**src/rtl/mmio_stream_bridge.sv**
```systemverilog
// mmio_stream_bridge
//
// Memory-mapped bridge between a core's MEM stage and a pair of valid/ready
// streams. Stores to TX_DATA queue words toward the outbound stream. Words
// arriving on the inbound stream queue up for the core to read and pop.
//
// Register map. The map is selected when mem_addr[9:8] != 0. The offset is
// mem_addr[7:3], and mem_addr[2:0] is ignored.
//   0x00 STATUS   RO/W1C  [3:0] tx_count, [7:4] rx_count (saturate at 15),
//                         [8] tx_full, [9] rx_empty,
//                         [16] tx_ovf, [17] rx_unf (sticky, write 1 to clear)
//   0x08 TX_DATA  WO      push mem_wdata into the TX FIFO
//   0x10 RX_DATA  RO      RX head without popping (0 when empty)
//   0x18 RX_POP   WO      any write pops the RX head
//   0x20 SCRATCH  RW      D_WIDTH-wide general-purpose register
//   0x28 CYCLES   RO      free-running cycle counter, only present when the
//                         macro MMIO_CYCLE_COUNTER_EN is defined; otherwise
//                         reads 0
//
// Ports
//   clk, reset            single clock, synchronous active-high reset
//   mem_addr/wdata/we     core access in the MEM stage
//   mem_rdata             load data, registered (one-cycle latency)
//   tx_data/valid/ready   outbound stream (bridge is the source)
//   rx_data/valid/ready   inbound stream (bridge is the sink)
//
// Parameters
//   D_WIDTH     data width of the core bus and of both streams (>= 18 so
//               every STATUS bit fits)
//   FIFO_DEPTH  entries per FIFO, a power of two, at least 2

module mmio_stream_bridge #(
  parameter int D_WIDTH    = 64,
  parameter int FIFO_DEPTH = 8
) (
  input  logic               clk,
  input  logic               reset,
  input  logic [9:0]         mem_addr,
  input  logic [D_WIDTH-1:0] mem_wdata,
  input  logic               mem_we,
  output logic [D_WIDTH-1:0] mem_rdata,
  output logic [D_WIDTH-1:0] tx_data,
  output logic               tx_valid,
  input  logic               tx_ready,
  input  logic [D_WIDTH-1:0] rx_data,
  input  logic               rx_valid,
  output logic               rx_ready
);

  localparam int PW = $clog2(FIFO_DEPTH);
  localparam int CW = PW + 1;
  localparam logic [CW-1:0] DEPTH_C = CW'(FIFO_DEPTH);

  localparam logic [4:0] OFF_STATUS  = 5'h00;
  localparam logic [4:0] OFF_TX_DATA = 5'h01;
  localparam logic [4:0] OFF_RX_DATA = 5'h02;
  localparam logic [4:0] OFF_RX_POP  = 5'h03;
  localparam logic [4:0] OFF_SCRATCH = 5'h04;
`ifdef MMIO_CYCLE_COUNTER_EN
  localparam logic [4:0] OFF_CYCLES  = 5'h05;
`endif

  // Counts are reported in 4-bit STATUS fields. Deeper FIFOs pin the field
  // at 15 instead of wrapping.
  function automatic logic [3:0] sat_count(input logic [CW-1:0] c);
    if (int'(c) > 15) return 4'hF;
    return 4'(c);
  endfunction

  // ---------------------------------------------------------------------------
  // Address decode
  // ---------------------------------------------------------------------------
  logic       is_mmio;
  logic [4:0] reg_off;
  logic       wr_en;
  logic       status_wr;
  logic       unused_addr_lsb;

  assign is_mmio         = |mem_addr[9:8];
  assign reg_off         = mem_addr[7:3];
  assign wr_en           = mem_we & is_mmio & ~reset;
  assign status_wr       = wr_en && (reg_off == OFF_STATUS);
  assign unused_addr_lsb = ^mem_addr[2:0];

  // ---------------------------------------------------------------------------
  // TX FIFO (core -> stream)
  // ---------------------------------------------------------------------------
  logic [D_WIDTH-1:0] tx_mem [FIFO_DEPTH];
  logic [PW-1:0]      tx_wptr;
  logic [PW-1:0]      tx_rptr;
  logic [CW-1:0]      tx_count;
  logic               tx_full;
  logic               tx_empty;
  logic               tx_push_req;
  logic               tx_push;
  logic               tx_pop;

  assign tx_full     = (tx_count == DEPTH_C);
  assign tx_empty    = (tx_count == '0);
  assign tx_push_req = wr_en && (reg_off == OFF_TX_DATA);
  // Fullness is judged on pre-edge state, so a push that meets a full FIFO
  // is dropped even when the stream drains an entry on the same edge.
  assign tx_push     = tx_push_req && !tx_full;
  assign tx_pop      = !tx_empty && tx_ready && !reset;

  assign tx_valid = !tx_empty;
  assign tx_data  = tx_mem[tx_rptr];

  always_ff @(posedge clk) begin
    if (reset) begin
      tx_wptr  <= '0;
      tx_rptr  <= '0;
      tx_count <= '0;
    end else begin
      if (tx_push) tx_wptr <= tx_wptr + 1'b1;
      if (tx_pop)  tx_rptr <= tx_rptr + 1'b1;
      case ({tx_push, tx_pop})
        2'b10:   tx_count <= tx_count + 1'b1;
        2'b01:   tx_count <= tx_count - 1'b1;
        default: tx_count <= tx_count;
      endcase
    end
  end

  // Storage carries no reset. The pointers and count define what is valid.
  always_ff @(posedge clk) begin
    if (tx_push) tx_mem[tx_wptr] <= mem_wdata;
  end

  // ---------------------------------------------------------------------------
  // RX FIFO (stream -> core)
  // ---------------------------------------------------------------------------
  logic [D_WIDTH-1:0] rx_mem [FIFO_DEPTH];
  logic [PW-1:0]      rx_wptr;
  logic [PW-1:0]      rx_rptr;
  logic [CW-1:0]      rx_count;
  logic               rx_full;
  logic               rx_empty;
  logic               rx_pop_req;
  logic               rx_pop;
  logic               rx_push;

  assign rx_full    = (rx_count == DEPTH_C);
  assign rx_empty   = (rx_count == '0);
  assign rx_pop_req = wr_en && (reg_off == OFF_RX_POP);
  assign rx_pop     = rx_pop_req && !rx_empty;
  assign rx_push    = rx_valid && !rx_full && !reset;

  assign rx_ready = !rx_full;

  always_ff @(posedge clk) begin
    if (reset) begin
      rx_wptr  <= '0;
      rx_rptr  <= '0;
      rx_count <= '0;
    end else begin
      if (rx_push) rx_wptr <= rx_wptr + 1'b1;
      if (rx_pop)  rx_rptr <= rx_rptr + 1'b1;
      case ({rx_push, rx_pop})
        2'b10:   rx_count <= rx_count + 1'b1;
        2'b01:   rx_count <= rx_count - 1'b1;
        default: rx_count <= rx_count;
      endcase
    end
  end

  always_ff @(posedge clk) begin
    if (rx_push) rx_mem[rx_wptr] <= rx_data;
  end

  // ---------------------------------------------------------------------------
  // Sticky error flags, SCRATCH and the optional cycle counter
  // ---------------------------------------------------------------------------
  logic               tx_ovf;
  logic               rx_unf;
  logic [D_WIDTH-1:0] scratch;

  // A set event takes priority over a W1C clear landing on the same edge.
  always_ff @(posedge clk) begin
    if (reset) begin
      tx_ovf <= 1'b0;
      rx_unf <= 1'b0;
    end else begin
      if (tx_push_req && tx_full)        tx_ovf <= 1'b1;
      else if (status_wr && mem_wdata[16]) tx_ovf <= 1'b0;

      if (rx_pop_req && rx_empty)        rx_unf <= 1'b1;
      else if (status_wr && mem_wdata[17]) rx_unf <= 1'b0;
    end
  end

  always_ff @(posedge clk) begin
    if (reset) begin
      scratch <= '0;
    end else if (wr_en && (reg_off == OFF_SCRATCH)) begin
      scratch <= mem_wdata;
    end
  end

`ifdef MMIO_CYCLE_COUNTER_EN
  logic [D_WIDTH-1:0] cycles;

  always_ff @(posedge clk) begin
    if (reset) cycles <= '0;
    else       cycles <= cycles + 1'b1;
  end
`endif

  // ---------------------------------------------------------------------------
  // Read mux and registered load data
  // ---------------------------------------------------------------------------
  logic [D_WIDTH-1:0] status_word;
  logic [D_WIDTH-1:0] rdata_nxt;

  always_comb begin
    status_word      = '0;
    status_word[3:0] = sat_count(tx_count);
    status_word[7:4] = sat_count(rx_count);
    status_word[8]   = tx_full;
    status_word[9]   = rx_empty;
    status_word[16]  = tx_ovf;
    status_word[17]  = rx_unf;
  end

  // Write-only and unmapped offsets fall through to the zero default.
  always_comb begin
    rdata_nxt = '0;
    if (is_mmio) begin
      case (reg_off)
        OFF_STATUS:  rdata_nxt = status_word;
        OFF_RX_DATA: if (!rx_empty) rdata_nxt = rx_mem[rx_rptr];
        OFF_SCRATCH: rdata_nxt = scratch;
`ifdef MMIO_CYCLE_COUNTER_EN
        OFF_CYCLES:  rdata_nxt = cycles;
`endif
        default:     rdata_nxt = '0;
      endcase
    end
  end

  // ---------------------------------------------------------------------------
  // Load-data register: value selected this cycle appears next cycle
  // ---------------------------------------------------------------------------
  always_ff @(posedge clk) begin
    if (reset) mem_rdata <= '0;
    else       mem_rdata <= rdata_nxt;
  end

endmodule

```
**config.mk**
```make
export PLATFORM = sky130hd
export DESIGN_NAME = mmio_stream_bridge
export DESIGN_NICKNAME = d
export VERILOG_FILES = /design/src/rtl/mmio_stream_bridge.sv
export SDC_FILE = /design/constraint.sdc
export NUM_CORES = 1
export LEC_CHECK = 0
export BUFFER_PORTS_ARGS = -buffer_cell sky130_fd_sc_hd__buf_2
export CAP_MARGIN = 30
export CORE_MARGIN = 5
export CORE_UTILIZATION = 45
export DETAILED_ROUTE_END_ITERATION = 12
export GPL_ROUTABILITY_DRIVEN = 0
export PLACE_DENSITY = 0.62
export SLEW_MARGIN = 30
export SYNTH_ARGS = -nofsm -noshare
export SYNTH_HDL_FRONTEND = slang
export SYNTH_SLANG_ARGS = --single-unit
export TNS_END_PERCENT = 1
```
**constraint.sdc**
```tcl
create_clock -name clk -period 10.4 [get_ports clk]
set_input_delay 2.08 -clock clk [delete_from_list [all_inputs] [get_ports clk]]
set_output_delay 2.08 -clock clk [all_outputs]
set_load 0.01 [all_outputs]
```
Word level (Yosys, flattened, before mapping)
Memory sizes are Yosys's and may differ from the RTL's. A register that Yosys moved wholly into a read port is not among the register bits.
Cells that the tools add are included.
- register bits: 150
- memories kept: 2
- logic and storage cells: 78
- output and inout port bits: 130
- bits in latches: 0
- ROM bits: 0
- RAM bits: 1024
- multipliers: 0
- order comparisons: 0
- div/mod/pow operators: 0
- bitwise logic cells: 4
- mux-type cells: 16
- add/subtract/negate cells: 8
- reduce and logical (&&, ||, !) cells: 28
- equality and inequality tests: 10
- shift operators: 0
- memories (name ; depth ; width ; rd ports ; clocked after memory_dff ; write ports ; RTL line ; RTL):
    rx_mem ; 8 ; 64 ; 1 ; 1 ; 1 ; 133 ; logic [D_WIDTH-1:0] rx_mem [FIFO_DEPTH];
    tx_mem ; 8 ; 64 ; 1 ; 1 ; 1 ; 88 ; logic [D_WIDTH-1:0] tx_mem [FIFO_DEPTH];
- operators with widths (kind ; count):
    64-bit one-hot mux with 3 select lines ; 1
    64-bit two-way mux ; 1
    4-bit one-hot mux with 2 select lines ; 2
    1-bit logical AND ; 14
    3-bit by 1-bit adder with 3-bit output (second input constant) ; 4
    3-bit two-way mux ; 4
    5-bit by 2-bit equality test with 1-bit output (second input constant) ; 2
    4-bit by 1-bit adder with 4-bit output (second input constant) ; 2
    4-bit equality test (second input constant) ; 2
    4-bit zero test ; 2
    1-bit two-way mux ; 8
    2-bit nonzero test ; 4
    4-bit by 1-bit subtractor with 4-bit output (second input constant) ; 2
    5-bit by 1-bit equality test with 1-bit output (second input constant) ; 1
    5-bit by 3-bit equality test with 1-bit output (second input constant) ; 1
    1-bit zero test ; 5
    5-bit zero test ; 1
    2-bit by 1-bit equality test with 1-bit output (second input constant) ; 2
    2-bit equality test (second input constant) ; 2
    2-bit OR reduction ; 2
    1-bit bitwise AND ; 2
    1-bit inverter ; 2

Depth between registers and ports, before layout
Gate-level depths: netlist (run 1).
- depth after elaboration: 7
- mapped depth: 12

Least setup slack after synthesis (run 1)
OpenSTA, ideal clock, no wires.
- path type: input port to flip-flop
- from: in mem_addr[7]
- to: mem tx_mem[0][0], enable pin
- data required time: 9835 ps
- path slack: 2285 ps
- setup time: 565 ps
- cell stages on the path: 4
- data arrival time: 7550 ps
- path through: or4_4 nor4_2 or2b_1 nor3_1
- longest elaborated chain between the ends: 5
- ends and longest elaborated chain (item ; RTL line ; RTL):
    start, declared ; 38 ; input logic [9:0] mem_addr,
    5-bit by 1-bit equality test with 1-bit output ; 100 ; assign tx_push_req = wr_en && (reg_off == OFF_TX_DATA);
    1-bit logical AND ; 100 ;
    1-bit logical AND ; 103 ; assign tx_push = tx_push_req && !tx_full;
    1-bit two-way mux ; 127 ; if (tx_push) tx_mem[tx_wptr] <= mem_wdata;
    1-bit two-way mux (implied by the code) ; 127 ;
    end, declared ; 88 ;
No other way between the ends.

==> flow_metrics.tcl, run 1 <==
set metrics [dict create \
    leakage_nw 16.01 \
    drt_iter0_drc 1986 \
    crit_chain "buf_12 -> buf_16 -> mux4_2 -> mux2_2 -> buf_2" \
    hold_slack_ns 0.4556 \
    std_cell_rows 114 \
    io_pins 273 \
    fmax_mhz 188.0 \
    cts_setup_buffers 0 \
    crit_type "reg2out" \
    fin_tns_setup_ns 0 \
    fillers 7534 \
    die_w_um 322.1 \
    synth_top_area_share_pct 70.14 \
    async_flop_share_pct 0 \
    fin_crit_sh_pct 51.14 \
    cp.arrival_ns 3.24 \
    htreeDepth 3 \
    timing.final.ws_setup_ns 5.081 \
    syn2layout_area_growth_pct 16.00 \
    worstPathMaxFanout 70 \
    yosys_warnings 0 \
    maxCapViolations 0 \
    place_area_sq_mm 0.04686 \
    synth_area_leader_cell "edfxtp_1" \
    synth_cell_types 50 \
    ctsHoldBuffers 0 \
    antenna_found_initial 29 \
    ys.flop_type "edfxtp_1" \
    wl_per_cell_um 26.51 \
    hold_class "reg2reg" \
    cts_buffers 115 \
    peakVddDrop_mv 0.1663 \
    final-hold-violation-count 0 \
    routed_wl_um 100900 \
    finalMaxSlewViolations 0 \
    synthTopCellsByArea "edfxtp_1 (70%), mux4_2 (13%), dfxtp_1 (7.1%), mux2_2 (1.7%), mux2i_1 (1.6%)" \
    first_pass_iters 5 \
    max_stage_delay_ns 0.58 \
    setup_viol_count_final 0 \
    rrSetupSlack_ns 6.93 \
    drive_above_1_share_pct 33.70 \
    die_y_um 322.1 \
    vias 21169 \
    grt_pass1_wl_um 147500 \
    tightest_slew_ns 0.9673 \
    cts_tree "built" \
    placed_cells 3567 \
    instances_no_fill 3806 \
    status "finished clean" \
    critPathTopFamily "buffers and inverters" \
    slowest_stage "dfxtp_4" \
    rsz0062_at_grt "false" \
    ys_ff_latch 1180 \
    clkLatencyLatePin_ns 0.69 \
    grt_util_all_layers_pct 19.27 \
    grt_max_degree 71 \
    fin_nets 2564 \
    route.detailed.drc 0 \
    fin_area_sq_mm 0.05085 \
    syn_area_sq_mm 0.04384 \
    pre_cts_slack_ns 4.722 \
    setup.worst_path.end_class "output pin" \
    layout_min_cycle_time_ns 5.319 \
    cts_root_buffer "clkbuf_16" \
    die-area_sq_mm 0.1038 \
    clk_pin_slew_ns 0.06 \
    vias_per_cell 5.562 \
    path_buf_inv 3 \
    syn_area_per_cell_sq_um 20.96 \
    cp.required_ns 8.32 \
    p_per_area_mw_per_mm2 187.8 \
    dp_hpwl_um 59270 \
    synth_most_common_cell "edfxtp_1" \
    maxSlewHeadroom_pct 35.36 \
    synth_edf_count 1024 \
    cts_num_sinks 1180 \
    start_util_pct 45.33 \
    finalClockSkew_ns 0.02400 \
    synth.top_cells.by_count "edfxtp_1 (1024), mux4_2 (256), dfxtp_1 (156)" \
    gr-total-overflow 0 \
    core_sq_mm 0.09671 \
    synth.net_count 2245 \
    portBuffers 269 \
    ant_nets 0 \
    yosysSeqAreaShare_pct 77.26 \
    clk_path_buf_depth 3 \
    synthCells 2092 \
    first_global_vias 21699 \
    worstSetupStartpointType "register" \
    cts_resized 0 \
]
-- worst paths after layout --
| path | start | cells past startpoint | to |
|---|---|---|---|
| setup / recovery | register | 5 | tx_data[28] |
| hold / removal | scratch[38] | 1 | mem_rdata[38] |
| setup reg to reg | tx_count[1] | 5 | tx_mem[2][45] |
| hold reg to reg | scratch[38] | 1 | mem_rdata[38] |
-- logic make-up (layout without fill, tap and decap cells) --
family,Yosys count,in the layout,share of synthesized area (%)
DFF,1180,1180,77.26
muxes,389,389,16.37
and+or+nand+nor,221,221,2.246
AOI/OAI and AO/OA,167,167,2.537
buffers and inverters,115,536,1.096
adders and majority gates,10,10,0.2854
xor gates and xnor gates,10,10,0.1998
other,0,17,0
-- power breakdown --
part / total [W] / internal, W / leakage [nW] / switching, W
clock network: 0.00422 / 0.00245 / 1.90 / 0.00176
logic: 0.000165 / 0.0000515 / 3.63 / 0.000113
registers: 0.00517 / 0.00516 / 10.5 / 0.00000790
total: 0.00955 / 0.00767 / 16.0 / 0.00188
-- final cells by class --
| type | count | area, sq um | area share (%) |
|---|---|---|---|
| Clock inverter | 81 | 858.3 | 1.688 |
| Tap cell | 1276 | 1597 | 3.139 |
| Inverter | 3 | 11.26 | 0.02214 |
| Timing Repair Buffer | 314 | 1827 | 3.592 |
| Multi-Input combinational cell | 797 | 9600 | 18.88 |
| Sequential cell | 1180 | 33890 | 66.65 |
| Antenna cell | 17 | 42.54 | 0.08365 |
| Clock buffer | 138 | 3025 | 5.949 |
-- flip-flops by register name, indices dropped and copies added, names as in the netlist, named ones only --
name,cells
rx_mem,512
tx_mem,512
mem_rdata,64
scratch,64
rx_count,4
tx_count,4
rx_rptr,3
rx_wptr,3
tx_rptr,3
tx_wptr,3
rx_unf,1
tx_ovf,1
-- routing by layer --
| layer | GRT usage (%) | share of wire (%) | vias up |
|---|---|---|---|
| li1 | - | - | 9240 |
| met1 | 27.51 | 43 | 11100 |
| met2 | 30.73 | 48 | 682 |
| met3 | 4.241 | 7.2 | 137 |
| met4 | 4.852 | 2.1 | 10 |
| met5 | 0 | 0.060 | - |
-- cells in the final DEF (no fill, tap or decap), types with 24 or more instances in the layout --
master	n
a21oi_1	75
buf_2	268
buf_4	36
clkbuf_16	116
clkinv_1	24
clkinv_2	27
dfxtp_1	150
edfxtp_1	1024
mux2_2	65
mux2i_1	68
mux4_2	256
nand2_1	144
o2bb2ai_1	52
-- stage by stage --
step	utilization (%)	power, W
CTS	52.47	0.009651
floorplan	-	0.005330
detailed placement	48.45	0.005437
global placement	48.34	0.005424
finish	52.59	0.009553
global route	52.55	0.009879
Power figures use the tool's default switching activity.
==> run 2, diff against run 1 <==
--- a/config.mk
+++ b/config.mk
@@ -5,6 +5,7 @@
 export SDC_FILE = /design/constraint.sdc
 export NUM_CORES = 1
 export LEC_CHECK = 0
+export ABC_AREA = 1
 export BUFFER_PORTS_ARGS = -buffer_cell sky130_fd_sc_hd__buf_2
 export CAP_MARGIN = 30
 export CORE_MARGIN = 5
==> constraint.sdc (replaced) <==
create_clock -name clk -period 4.9 [get_ports clk]
set_input_delay 0.98 -clock clk [delete_from_list [all_inputs] [get_ports clk]]
set_output_delay 0.98 -clock clk [all_outputs]
set_load 0.01 [all_outputs]
==> flow_metrics.tcl, run 2 <==
set metrics [dict create \
    status "finished clean" \
    regArea_sq_mm 0.03389 \
    cp-endpoint "tx_data[30]" \
    async_flop_share_pct 0 \
    grt_pass1_wl_um 170500 \
    timing.final.ws_setup_ns 0.8521 \
    core_sq_mm 0.1001 \
    setup.worst_path.end_class "output pin" \
    grt_max_degree 180 \
    cts_resized 0 \
    portBuffers 269 \
    synth_compound_area_share_pct 9.611 \
    reg2reg_depth 7 \
    ys_ff_latch 1180 \
    grt_util_all_layers_pct 20.65 \
    cts_buffers 118 \
    grt_use_met2_pct 31.46 \
    finalMaxSlewViolations 0 \
    io_pins 273 \
    die-area_sq_mm 0.1074 \
    gr-total-overflow 0 \
    vias 28973 \
    wl_per_cell_um 21.29 \
    die_y_um 327.7 \
    worstSetupStartpointType "register" \
    synth_fa_ha_area_share_pct 0.2755 \
    reg.largest.list "rx_mem: 512 flops, tx_mem: 512 flops" \
    cp.required_ns 3.92 \
    final_common_cell "edfxtp_1" \
    met1_usage_pct 30.21 \
    crit_chain "buf_4 -> o21ai_0 -> o22ai_1 -> nor2_1 -> a31oi_1 -> buf_2" \
    synth_top_area_share_pct 67.70 \
    pre_cts_slack_ns 1.470 \
    path_depth 6 \
    fin_crit_sh_pct 82.61 \
    ys.flop_type "edfxtp_1" \
    mostFrequentLayoutCells "edfxtp_1 (1024), nor2_1 (968), o21ai_0 (465)" \
    p_per_area_mw_per_mm2 400.7 \
    synth_area_leader_cell "edfxtp_1" \
    synth-simple-area-share_pct 12.44 \
    path_buf_inv 2 \
    synthTopCellsByArea "edfxtp_1 (68%), nor2_1 (8.1%), dfxtp_1 (6.9%), o21ai_0 (5.1%), nand2_1 (2.2%)" \
    routed_wl_um 114300 \
    cts_tree "built" \
    cts_num_sinks 1180 \
    fin_area_sq_mm 0.05210 \
    hold_class "reg2reg" \
    power_w 0.02088 \
    synth_xor_area_share_pct 0.1157 \
    syn2layout_area_growth_pct 14.70 \
    clk_pin_slew_ns 0.06 \
    fmax_mhz 247.0 \
    busiest_layer "met2" \
    route.detailed.drc 0 \
    r2r-start "rx_count[0]" \
    slowest_stage "buf_4" \
    drive_above_1_share_pct 13.12 \
    clk_path_buf_depth 3 \
    cp.arrival_ns 3.07 \
    finalClockSkew_ns 0.03021 \
    first_pass_iters 5 \
    leakage_nw 17.88 \
    layout_min_cycle_time_ns 4.048 \
    fillers 8434 \
    setup_viol_count_final 0 \
    hold_slack_ns 0.4631 \
    antenna_found_initial 30 \
    synth_top_family_by_area "simple AND/OR/NAND/NOR gates" \
    synth.net_count 3899 \
    ant_nets 0 \
    std_cell_rows 116 \
    rsz0062_at_grt "false" \
    place_area_sq_mm 0.04808 \
    maxSlewHeadroom_pct 34.73 \
    peakVddDrop_mv 0.2636 \
    cts_setup_buffers 0 \
    synth_most_common_cell "edfxtp_1" \
    die_w_um 327.7 \
    worstPathMaxFanout 62 \
    critPathTopFamily "buffers and inverters" \
    tightest_slew_ns 0.9790 \
    min_path_cells 2 \
    yosysSeqAreaShare_pct 74.57 \
    drt_iter0_drc 2810 \
    reg2reg_to "rx_mem[6][49]" \
    final-hold-violation-count 0 \
    first_global_vias 27189 \
    yosys_warnings 0 \
    htreeDepth 3 \
    syn_area_sq_mm 0.04542 \
    ctsHoldBuffers 0 \
    multiInputGateArea_sq_mm 0.01031 \
    cts_root_buffer "clkbuf_16" \
    start_util_pct 45.36 \
    synth.top_cells.by_count "edfxtp_1 (1024), nor2_1 (976), o21ai_0 (465)" \
    synthCells 3746 \
    max_stage_delay_ns 0.67 \
    fin_nets 4103 \
    syn_area_per_cell_sq_um 12.13 \
    rrSetupSlack_ns 2.09 \
    synth_edf_count 1024 \
    maxCapViolations 0 \
    crit_type "reg2out" \
    dp_hpwl_um 61770 \
    grt_use_met3_pct 4.731 \
    synth_cell_types 31 \
    synth.area.mux_share_pct 0 \
    vias_per_cell 5.394 \
    clkLatencyLatePin_ns 0.70 \
]
## run 2: cell types whose count changed after synthesis, moves of 42 or more
cell / change
a31oi_1: +64
clkbuf_1: +56
inv_1: +55
mux2_2: -65
mux2i_1: -68
mux4_2: -256
nand2_1: +123
nand3_1: +163
nor2_1: +945
o211ai_1: +42
o21ai_0: +458
o21ai_1: +82
o22ai_1: +58
o2bb2ai_1: -52
## run 2: worst min-delay path by stage
stage	endpoint	from
2_1_floorplan	scratch[9]	scratch[9]
3_3_place_gp	scratch[17]	scratch[17]
3_5_place_dp	scratch[9]	scratch[9]
4_1_cts	mem_rdata[62]	scratch[62]
5_1_grt	mem_rdata[32]	scratch[32]
6_report	scratch[0]	scratch[0]
## run 2: layout make-up
| cell class | count | area share, % |
|---|---|---|
| sequential | 1180 | 65.05 |
| clock inverter | 64 | 1.398 |
| timing repair buffer | 320 | 3.831 |
| clock buffer | 161 | 6.230 |
| multi-input combinational | 2266 | 19.78 |
| tap | 1298 | 3.117 |
| inverter | 64 | 0.5091 |
| antenna | 18 | 0.08646 |
## run 2: through the flow
step	utilization, %	TNS (ns)	cells
detailed placement	48.01	0	5128
global placement	48.00	0	5128
finish	52.02	0	5371
floorplan	-	-909.91	3746
CTS	51.98	0	5353
global route	51.99	0	5357
## run 2: worst min-delay path, delay by kind of cell, from the launching register on
kind                   cells  cell delay [ns]
AOI/OAI and AO/OA          1             0.06
buffers and inverters      1             0.06
DFF                        1             0.30
## run 2: routing by layer
layer	vias up	wire (um)
li1	13755	-
met1	14069	51490
met2	949	51190
met3	180	9357
met4	20	2177
met5	-	131
## run 2: power by group
group / leakage (nW) / internal, W / switching [W]
logic: 5.47 / 0.000227 / 0.000534
registers: 10.5 / 0.0110 / 0.0000293
clock network: 1.92 / 0.00537 / 0.00375
total: 17.9 / 0.0166 / 0.00432
## run 2: cell families (layout without fill, tap and decap cells)
family | after synthesis | count (layout)
AO/OA/AOI/OAI | 817 | 817
AND/OR/NAND/NOR | 1433 | 1433
flip-flops | 1180 | 1180
XOR/XNOR | 6 | 6
other | 0 | 18
buffers and inverters | 300 | 609
adder cells (fa/ha/maj) | 10 | 10
